**config.mk**
```make
export PLATFORM = sky130hd
export DESIGN_NAME = div_unit
export DESIGN_NICKNAME = d
export VERILOG_FILES = /design/src/rtl/div_unit.sv
export SDC_FILE = /design/constraint.sdc
export NUM_CORES = 1
export LEC_CHECK = 0
export BUFFER_PORTS_ARGS = -buffer_cell sky130_fd_sc_hd__buf_2
export CORE_ASPECT_RATIO = 2
export CORE_UTILIZATION = 59
export CTS_CLUSTER_DIAMETER = 60
export DETAILED_ROUTE_END_ITERATION = 7
export PLACE_DENSITY = 0.81
export SLEW_MARGIN = 10
export SYNTH_ARGS = -nofsm -noshare
export SYNTH_HDL_FRONTEND = slang
export SYNTH_SLANG_ARGS = --single-unit
```
**constraint.sdc**
```tcl
create_clock -name clock -period 4 [get_ports clock]
set_input_delay 0.2 -clock clock [delete_from_list [all_inputs] [get_ports clock]]
set_output_delay 0.2 -clock clock [all_outputs]
set_load 0.02 [all_outputs]
```
**src/rtl/div_unit.sv**
```systemverilog
// div_unit: multi-cycle radix-2 restoring divider for DIV/DIVU.
// One quotient bit per clock; signed or unsigned per operation.
module div_unit #(
    parameter int WIDTH = 32
) (
    input  logic             clock,
    input  logic             reset_n,
    input  logic             start,
    input  logic             sign_mode,
    input  logic [WIDTH-1:0] dividend,
    input  logic [WIDTH-1:0] divisor,
    input  logic             flush,
    output logic [WIDTH-1:0] quotient,
    output logic [WIDTH-1:0] remainder,
    output logic             busy,
    output logic             done,
    output logic             div_zero,
    output logic             overflow
);
    localparam int CW = $clog2(WIDTH);

    typedef enum logic [1:0] {IDLE, ITER, FIX} state_t;

    state_t           state_q, state_d;
    logic [CW-1:0]    cnt_q, cnt_d;
    logic [WIDTH:0]   rem_q, rem_d;
    logic [WIDTH-1:0] quo_q, quo_d;
    logic [WIDTH-1:0] dsr_q, dsr_d;
    logic             sgn_q, sgn_d;
    logic             neg_a_q, neg_a_d;
    logic             neg_b_q, neg_b_d;
    logic             dz_p_q, dz_p_d;
    logic             ov_p_q, ov_p_d;
    logic [WIDTH-1:0] quotient_q, quotient_d;
    logic [WIDTH-1:0] remainder_q, remainder_d;
    logic             busy_q, busy_d;
    logic             done_q, done_d;
    logic             div_zero_q, div_zero_d;
    logic             overflow_q, overflow_d;

    logic             a_neg, b_neg;
    logic [WIDTH-1:0] mag_a, mag_b;
    logic [WIDTH+1:0] shl, diff;
    logic [WIDTH-1:0] q_fix, r_fix;

    always_comb begin
        a_neg = sign_mode & dividend[WIDTH-1];
        b_neg = sign_mode & divisor[WIDTH-1];
        mag_a = a_neg ? (~dividend + 1'b1) : dividend;
        mag_b = b_neg ? (~divisor + 1'b1) : divisor;
        // shift next dividend bit into the partial remainder, then trial subtract
        shl   = {rem_q, quo_q[WIDTH-1]};
        diff  = shl - {2'b00, dsr_q};
        q_fix = (sgn_q & (neg_a_q ^ neg_b_q)) ? (~quo_q + 1'b1) : quo_q;
        r_fix = (sgn_q & neg_a_q) ? (~rem_q[WIDTH-1:0] + 1'b1)
                                  : rem_q[WIDTH-1:0];
        if (dz_p_q) q_fix = '1;
    end

    always_comb begin
        state_d     = state_q;
        cnt_d       = cnt_q;
        rem_d       = rem_q;
        quo_d       = quo_q;
        dsr_d       = dsr_q;
        sgn_d       = sgn_q;
        neg_a_d     = neg_a_q;
        neg_b_d     = neg_b_q;
        dz_p_d      = dz_p_q;
        ov_p_d      = ov_p_q;
        quotient_d  = quotient_q;
        remainder_d = remainder_q;
        busy_d      = busy_q;
        done_d      = 1'b0;
        div_zero_d  = div_zero_q;
        overflow_d  = overflow_q;
        unique case (state_q)
            IDLE: begin
                if (start && !flush) begin
                    sgn_d   = sign_mode;
                    neg_a_d = a_neg;
                    neg_b_d = b_neg;
                    quo_d   = mag_a;
                    dsr_d   = mag_b;
                    rem_d   = '0;
                    cnt_d   = '0;
                    dz_p_d  = (divisor == '0);
                    ov_p_d  = sign_mode
                            && (dividend == {1'b1, {(WIDTH-1){1'b0}}})
                            && (&divisor);
                    busy_d  = 1'b1;
                    state_d = ITER;
                end
            end
            ITER: begin
                if (flush) begin
                    busy_d  = 1'b0;
                    state_d = IDLE;
                end else begin
                    if (!diff[WIDTH+1]) begin
                        rem_d = diff[WIDTH:0];
                        quo_d = {quo_q[WIDTH-2:0], 1'b1};
                    end else begin
                        rem_d = shl[WIDTH:0];
                        quo_d = {quo_q[WIDTH-2:0], 1'b0};
                    end
                    cnt_d = cnt_q + 1'b1;
                    if (cnt_q == CW'(WIDTH-1)) state_d = FIX;
                end
            end
            FIX: begin
                busy_d  = 1'b0;
                state_d = IDLE;
                if (!flush) begin
                    quotient_d  = q_fix;
                    remainder_d = r_fix;
                    div_zero_d  = dz_p_q;
                    overflow_d  = ov_p_q;
                    done_d      = 1'b1;
                end
            end
            default: begin
                busy_d  = 1'b0;
                state_d = IDLE;
            end
        endcase
    end

    always_ff @(posedge clock or negedge reset_n) begin
        if (!reset_n) begin
            state_q     <= IDLE;
            cnt_q       <= '0;
            rem_q       <= '0;
            quo_q       <= '0;
            dsr_q       <= '0;
            sgn_q       <= 1'b0;
            neg_a_q     <= 1'b0;
            neg_b_q     <= 1'b0;
            dz_p_q      <= 1'b0;
            ov_p_q      <= 1'b0;
            quotient_q  <= '0;
            remainder_q <= '0;
            busy_q      <= 1'b0;
            done_q      <= 1'b0;
            div_zero_q  <= 1'b0;
            overflow_q  <= 1'b0;
        end else begin
            state_q     <= state_d;
            cnt_q       <= cnt_d;
            rem_q       <= rem_d;
            quo_q       <= quo_d;
            dsr_q       <= dsr_d;
            sgn_q       <= sgn_d;
            neg_a_q     <= neg_a_d;
            neg_b_q     <= neg_b_d;
            dz_p_q      <= dz_p_d;
            ov_p_q      <= ov_p_d;
            quotient_q  <= quotient_d;
            remainder_q <= remainder_d;
            busy_q      <= busy_d;
            done_q      <= done_d;
            div_zero_q  <= div_zero_d;
            overflow_q  <= overflow_d;
        end
    end

    assign quotient  = quotient_q;
    assign remainder = remainder_q;
    assign busy      = busy_q;
    assign done      = done_q;
    assign div_zero  = div_zero_q;
    assign overflow  = overflow_q;
endmodule

```
==> impl_metrics.csv, run 1 <==
group,metric,value,unit
route,route.vias.total,10813,
placed_design,dpl_worst_slack,0.412,ns
sta,final_max_slew_viol_count,0,
placed_design,dp_cells,1717,
global_route,antenna_found_initial,3,
floorplan,core,18800,um^2
sta,relSlewSlack,0.305,
route,totalWireLength,36000,um
critical_path,r2r-end,"rem_q[30]$_DFFE_PN0P_",
outcome,outcome,"completed",
critical_path,worstRegToRegCells,11,
route,drtIter0Drc,679,
placed_design,port_buffers,136,
layout,final_util,0.687,
power_and_ir_drop,swShare,0.445,
global_route,grt_max_degree,114,
yosys,ys_ff_latch,177,
power_and_ir_drop,combPwrFrac,0.501,
sta,worst_pin_slew,1.04,ns
layout,final-seq-area,4430,um^2
layout,drive_above_1_share,0.140,
layout,area_delta_synth_final,14.0,%
min_path,hold_end,"dz_p_q$_DFFE_PN0P_",
global_route,grt-ovfl-total,0,
cts,cts_buffers,17,
power_and_ir_drop,p_total,8.40,mW
sta,setup_viol,0,
critical_path,crit_path_top_delay_cell,"o211ai_1",
cts,cts_buffer_depth,2,
yosys,synth_area_leaders,"dfrtp_1 (39%), o21ai_0 (8.0%), xor2_1 (6.1%)",
power_and_ir_drop,power.density,649,nW/um^2
yosys,ys_types,61,
min_path,hold_class,"in -> reg",
layout,multi_input_area,6520,um^2
yosys,syn_area,11400,um^2
yosys,avgSynthCellArea,8.30,um^2
min_path,hp-start,"divisor[31]",
cts,htreeDepth,4,
critical_path,cp_common_cell,"o211ai_1",
placed_design,hpwl,27000,um
critical_path,cp_slowest_stage_delay,0.57,ns
sta,post-route-min-period,3.73,ns
yosys,synth_top_cell_by_area,"dfrtp_1",
critical_path,crit_arrival,4.03,ns
sta,timing.fmax,268,MHz
cts,insertion_delay,0.44,ns
floorplan,io_pins,137,
cts,cts-root-buf,"clkbuf_16",
sta,finalCritPeriodShare,0.932,
yosys,synth_commonest_cells,"nand2_1 (182), o21ai_0 (182), dfrtp_1 (177)",
yosys,yosysTopAreaCellShare,0.390,
sta,skew,0.0137,ns
power_and_ir_drop,leakage,5.89,nW
global_route,first_global_vias,10682,
yosys,synth-async-reset-ratio,1.00,
power_and_ir_drop,p_int,4.66,mW
placed_design,dpl_cell_area,12300,um^2
layout,stdcell_area,12900,um^2
power_and_ir_drop,ir_drop,0.000393,V
sta,timing.hold.ws,0.0286,ns
yosys,synth_enable_flop_cells,0,
yosys,synth_nets,1477,
cts,cts.clk_slew.worst_paths,0.07,ns
min_path,hold_depth,2,
layout,instances_no_fill,1750,
sta,hold_viol,0,
yosys,postSynthCellCount,1368,
cts,ctsResizeCount,0,
critical_path,crit_chain,"ha_1, a21o_1, a311oi_1, o21ai_0, a31o_2, o211ai_1, o31ai_1, nor2_4, buf_4, mux2i_1, o211ai_1",
critical_path,reg2reg_slack,0.27,ns
yosys,synthFlopType,"dfrtp_1",
critical_path,r2r-start,"rem_q[15]$_DFFE_PN0P_",
route,wl_per_cell,20.6,um
power_and_ir_drop,seq_power_share,0.296,
route,first_pass_iters,8,
critical_path,worst-setup-path-type,"reg -> reg",
critical_path,start_kind,"register",
critical_path,endpoint_kind,"register",
placed_design,gp_congestion,0.974,
layout,fillers,1619,
global_route,track_usage,0.374,
critical_path,crit_fanout,8,
sta,rsz0062_at_grt,"false",
route,drc,0,
floorplan,start_util,0.603,
critical_path,critPathRequiredTime,4.30,ns
cts,cts_tree,"yes",
global_route,grt_pass1_wl,55500,um
power_and_ir_drop,clkPwrFrac,0.203,
sta,setup_tns,0,ns
yosys,yosysSeqAreaShare,0.390,
floorplan,fp.dieH,198,um
power_and_ir_drop,power.switching,3.74,mW
layout,fin_nets,1592,
run,drv_cap,0,
route,ant_nets,0,
floorplan,num_rows,71,
cts,cts_sinks,177,
yosys,yosysWarnings,0,
route,vias_per_cell,6.18,
floorplan,die_w,100,um
floorplan,die_area,19800,um^2
sta,worst_slack,0.271,ns
[repair_timing]
item / 4_1_cts / 5_1_grt
setup buffers: 0 / 0
hold buffers: 2 / 0
hold endpoints to repair: 113 / 0
endpoints found under the setup margin: 0 / 0
[power groups by stage]
stage	sequential [mW]	clock (mW)	combinational, mW
finish	2.49	1.70	4.21
global route	2.51	1.78	4.54
CTS	2.46	1.73	4.12
detailed placement	2.50	0	4.09
global placement	2.49	0	4.02
floorplan	2.37	0	2.83
[cells by family (layout without fill, tap and decap cells)]
family / count (synthesis) / count (layout) / share of synthesized area
buf+inv: 115 / 241 / 0.0382
simple gates: 461 / 461 / 0.189
flops: 177 / 177 / 0.390
compound gates: 407 / 407 / 0.205
xor+xnor: 142 / 142 / 0.110
mux: 26 / 26 / 0.0231
other cells: 0 / 1 / 0
fa+ha+maj: 40 / 40 / 0.0447
[worst max-delay path: cells and delay by family (launching register included)]
family,cells,cell delay (ns)
AO/OA/AOI/OAI,7,2.10
adder cells (fa/ha/maj),1,0.40
buffers and inverters,1,0.22
flip-flops,1,0.45
multiplexers,1,0.20
AND/OR/NAND/NOR,1,0.22
[state kept, by name (all words and copies together), names as in the netlist, 2 cells and up]
name       count
quotient      32
remainder     32
quo_q         32
dsr_q         32
state_q        2
cnt_q          5
rem_q         33
[routing by layer]
| metal | global-route usage | routed length, um | vias up |
|---|---|---|---|
| li1 | - | - | 5031 |
| met1 | 0.331 | 11200 | 5131 |
| met2 | 0.696 | 19300 | 469 |
| met3 | 0.0639 | 1790 | 182 |
| met4 | 0.346 | 3680 | 0 |
| met5 | 0 | 0 | - |
[area by class of cell]
cell class | count | area share
Clock inverter | 11 | 0.0111
Timing Repair Buffer | 161 | 0.0699
Antenna cell | 1 | 0.000193
Tap cell | 255 | 0.0246
Inverter | 50 | 0.0145
Multi-Input combinational cell | 1076 | 0.503
Sequential cell | 177 | 0.342
Clock buffer | 19 | 0.0342
[placed cells by master (no fill, tap or decap), drive strengths merged, types with 3 or more instances in the layout]
cell type	instances
a211o	3
a211oi	5
a21o	7
a21oi	127
a2bb2oi	3
a31oi	11
and2	12
and3	5
buf	159
clkbuf	19
dfrtp	177
ha	39
inv	57
mux2i	24
nand2	182
nand2b	14
nand3	34
nand4	11
nor2	106
nor2b	9
nor3	29
nor3b	3
nor4	8
o211ai	11
o21ai	185
o31ai	16
o41ai	18
or2	3
or3	24
or3b	3
or4	15
xnor2	63
xor2	79
[worst max-delay path by stage]
stage | from | end | cells after the start
5_1_grt | rem_q[7]$_DFFE_PN0P_ | rem_q[31]$_DFFE_PN0P_ | 10
2_1_floorplan | rem_q[15]$_DFFE_PN0P_ | rem_q[30]$_DFFE_PN0P_ | 11
3_3_place_gp | rem_q[15]$_DFFE_PN0P_ | rem_q[32]$_DFFE_PN0P_ | 10
4_1_cts | rem_q[15]$_DFFE_PN0P_ | rem_q[20]$_DFFE_PN0P_ | 11
3_5_place_dp | rem_q[15]$_DFFE_PN0P_ | rem_q[30]$_DFFE_PN0P_ | 11
6_report | rem_q[15]$_DFFE_PN0P_ | rem_q[30]$_DFFE_PN0P_ | 11
Note: power is estimated with default switching activity, not from simulation.
==> run 2, diff against run 1 <==
Settings changed: CORE_UTILIZATION 59 to 54, PLACE_DENSITY 0.81 to 0.78.
Clock period 4 ns to 3.2 ns, I/O delays scaled along.
==> run 2 against run 1 <==
  * Non-clock buffer count is 93 higher
  * Critical path type unchanged
  * Via count up 3.8%
  * First-iteration DRC count grew 10%
==> impl_metrics.csv, run 2 (synthesized netlist as in run 1, its figures left out) <==
group,metric,value,unit
sta,relSlewSlack,0.485,
sta,timing.hold.ws,0.0324,ns
power_and_ir_drop,p_total,11.5,mW
floorplan,core,20600,um^2
placed_design,hpwl,29300,um
power_and_ir_drop,p_int,6.56,mW
global_route,first_global_vias,11585,
power_and_ir_drop,combPwrFrac,0.555,
floorplan,die_area,21600,um^2
cts,insertion_delay,0.46,ns
layout,area_delta_synth_final,21.1,%
route,route.vias.total,11222,
power_and_ir_drop,power.switching,4.90,mW
global_route,grt_max_degree,118,
placed_design,gp_congestion,0.961,
min_path,hold_end,"busy$_DFFE_PN0P_",
route,drtIter0Drc,748,
layout,fin_nets,1685,
route,drc,0,
sta,setup_viol,0,
run,drv_cap,0,
outcome,outcome,"completed",
critical_path,critPathRequiredTime,3.58,ns
sta,worst_pin_slew,0.772,ns
floorplan,die_w,105,um
placed_design,dpl_worst_slack,-0.0344,ns
critical_path,endpoint_kind,"register",
sta,finalCritPeriodShare,0.969,
layout,instances_no_fill,1855,
min_path,hp-start,"start",
route,ant_nets,0,
layout,diodes,0,
layout,top_register,"rem_q",
power_and_ir_drop,seq_power_share,0.260,
sta,timing.fmax,322,MHz
cts,cts.clk_slew.worst_paths,0.07,ns
critical_path,crit_fanout,4,
min_path,hold_class,"in -> reg",
floorplan,io_pins,137,
layout,largest_reg_flops,33,
sta,hold_viol,0,
power_and_ir_drop,clkPwrFrac,0.185,
critical_path,start_kind,"register",
layout,final_cell_mix,"nand2_1 (181), o21ai_0 (180), dfrtp_1 (177)",
floorplan,start_util,0.552,
route,vias_per_cell,6.05,
critical_path,worstRegToRegCells,13,
cts,cts_buffers,17,
power_and_ir_drop,ir_drop,0.000467,V
global_route,antenna_found_initial,0,
floorplan,fp.dieH,207,um
sta,skew,0.0111,ns
critical_path,worst-setup-path-type,"reg -> reg",
cts,cts_buffer_depth,2,
global_route,track_usage,0.366,
global_route,grt_pass1_wl,60000,um
cts,cts_sinks,177,
sta,setup_tns,0,ns
critical_path,reg2reg_slack,0.1,ns
route,first_pass_iters,5,
layout,final_common_cell,"nand2_1",
floorplan,num_rows,74,
cts,htreeDepth,4,
min_path,hold_depth,3,
layout,drive_above_1_share,0.196,
layout,stdcell_area,13800,um^2
placed_design,dpl_cell_area,13100,um^2
sta,post-route-min-period,3.10,ns
sta,final_max_slew_viol_count,0,
global_route,grt-ovfl-total,0,
power_and_ir_drop,power.density,833,nW/um^2
placed_design,dp_cells,1818,
power_and_ir_drop,swShare,0.428,
route,wl_per_cell,20.7,um
cts,cts-root-buf,"clkbuf_16",
power_and_ir_drop,leakage,6.38,nW
critical_path,r2r-start,"dsr_q[5]$_DFFE_PN0P_",
sta,worst_slack,0.0978,ns
layout,final_util,0.669,
critical_path,r2r-end,"rem_q[32]$_DFFE_PN0P_",
placed_design,port_buffers,136,
route,totalWireLength,38300,um
critical_path,crit_arrival,3.48,ns
cts,cts_tree,"yes",
run 2: power by group through the flow:
| stage | Clock (mW) | Sequential [mW] | Combinational (mW) |
|---|---|---|---|
| floorplan | 0 | 2.96 | 3.54 |
| finish | 2.13 | 2.98 | 6.36 |
| global route | 2.23 | 3.00 | 6.87 |
| CTS | 2.15 | 2.95 | 6.13 |
| detailed placement | 0 | 2.99 | 6.09 |
| global placement | 0 | 2.97 | 5.98 |
run 2: final cells by class:
type,instances,area [um^2]
fill,1832,6800
multi-input combinational,1076,6580
sequential,177,4430
timing repair buffer,254,1650
clock buffer,19,433
tap,266,333
inverter,50,188
clock inverter,13,150
run 2: critical path, cell delays in order (launching register included):
cell      delay, ns
dfrtp_1        0.33
inv_1          0.16
ha_4           0.35
o21ai_0        0.07
a21oi_1        0.22
o211ai_1       0.18
a211oi_2       0.25
o211ai_1       0.14
buf_4          0.18
buf_4          0.13
a21o_1         0.19
or4_1          0.47
mux2_2         0.27
o211ai_1       0.08
run 2: metal layers:
| layer | track usage | vias to the layer above | part of all wire |
|---|---|---|---|
| li1 | - | 5209 | - |
| met3 | 0.0617 | 205 | 0.042 |
| met2 | 0.686 | 414 | 0.54 |
| met1 | 0.314 | 5394 | 0.31 |
| met4 | 0.356 | 0 | 0.10 |
| met5 | 0 | - | 0 |
run 2: how the worst max path moves through the flow:
stage	from	endpoint	slack (ns)	depth (start not counted)
after floorplan	rem_q[15]$_DFFE_PN0P_	rem_q[30]$_DFFE_PN0P_	-0.004	11
after global placement	rem_q[15]$_DFFE_PN0P_	rem_q[16]$_DFFE_PN0P_	0.05	11
after detailed placement	rem_q[9]$_DFFE_PN0P_	rem_q[25]$_DFFE_PN0P_	-0.03	12
after CTS	rem_q[9]$_DFFE_PN0P_	rem_q[16]$_DFFE_PN0P_	0.006	12
after global routing	rem_q[15]$_DFFE_PN0P_	rem_q[24]$_DFFE_PN0P_	-0.05	12
final	dsr_q[5]$_DFFE_PN0P_	rem_q[32]$_DFFE_PN0P_	0.1	13
run 2: repair_timing:
item | in CTS | in global routing
hold buffers | 4 | 0
setup buffers | 0 | 1
pin swaps | 1 | 3
endpoints found under the setup margin | 10 | 36
gates cloned | 0 | 0
endpoints found under the hold margin | 179 | 0
resized for setup | 1 | 15
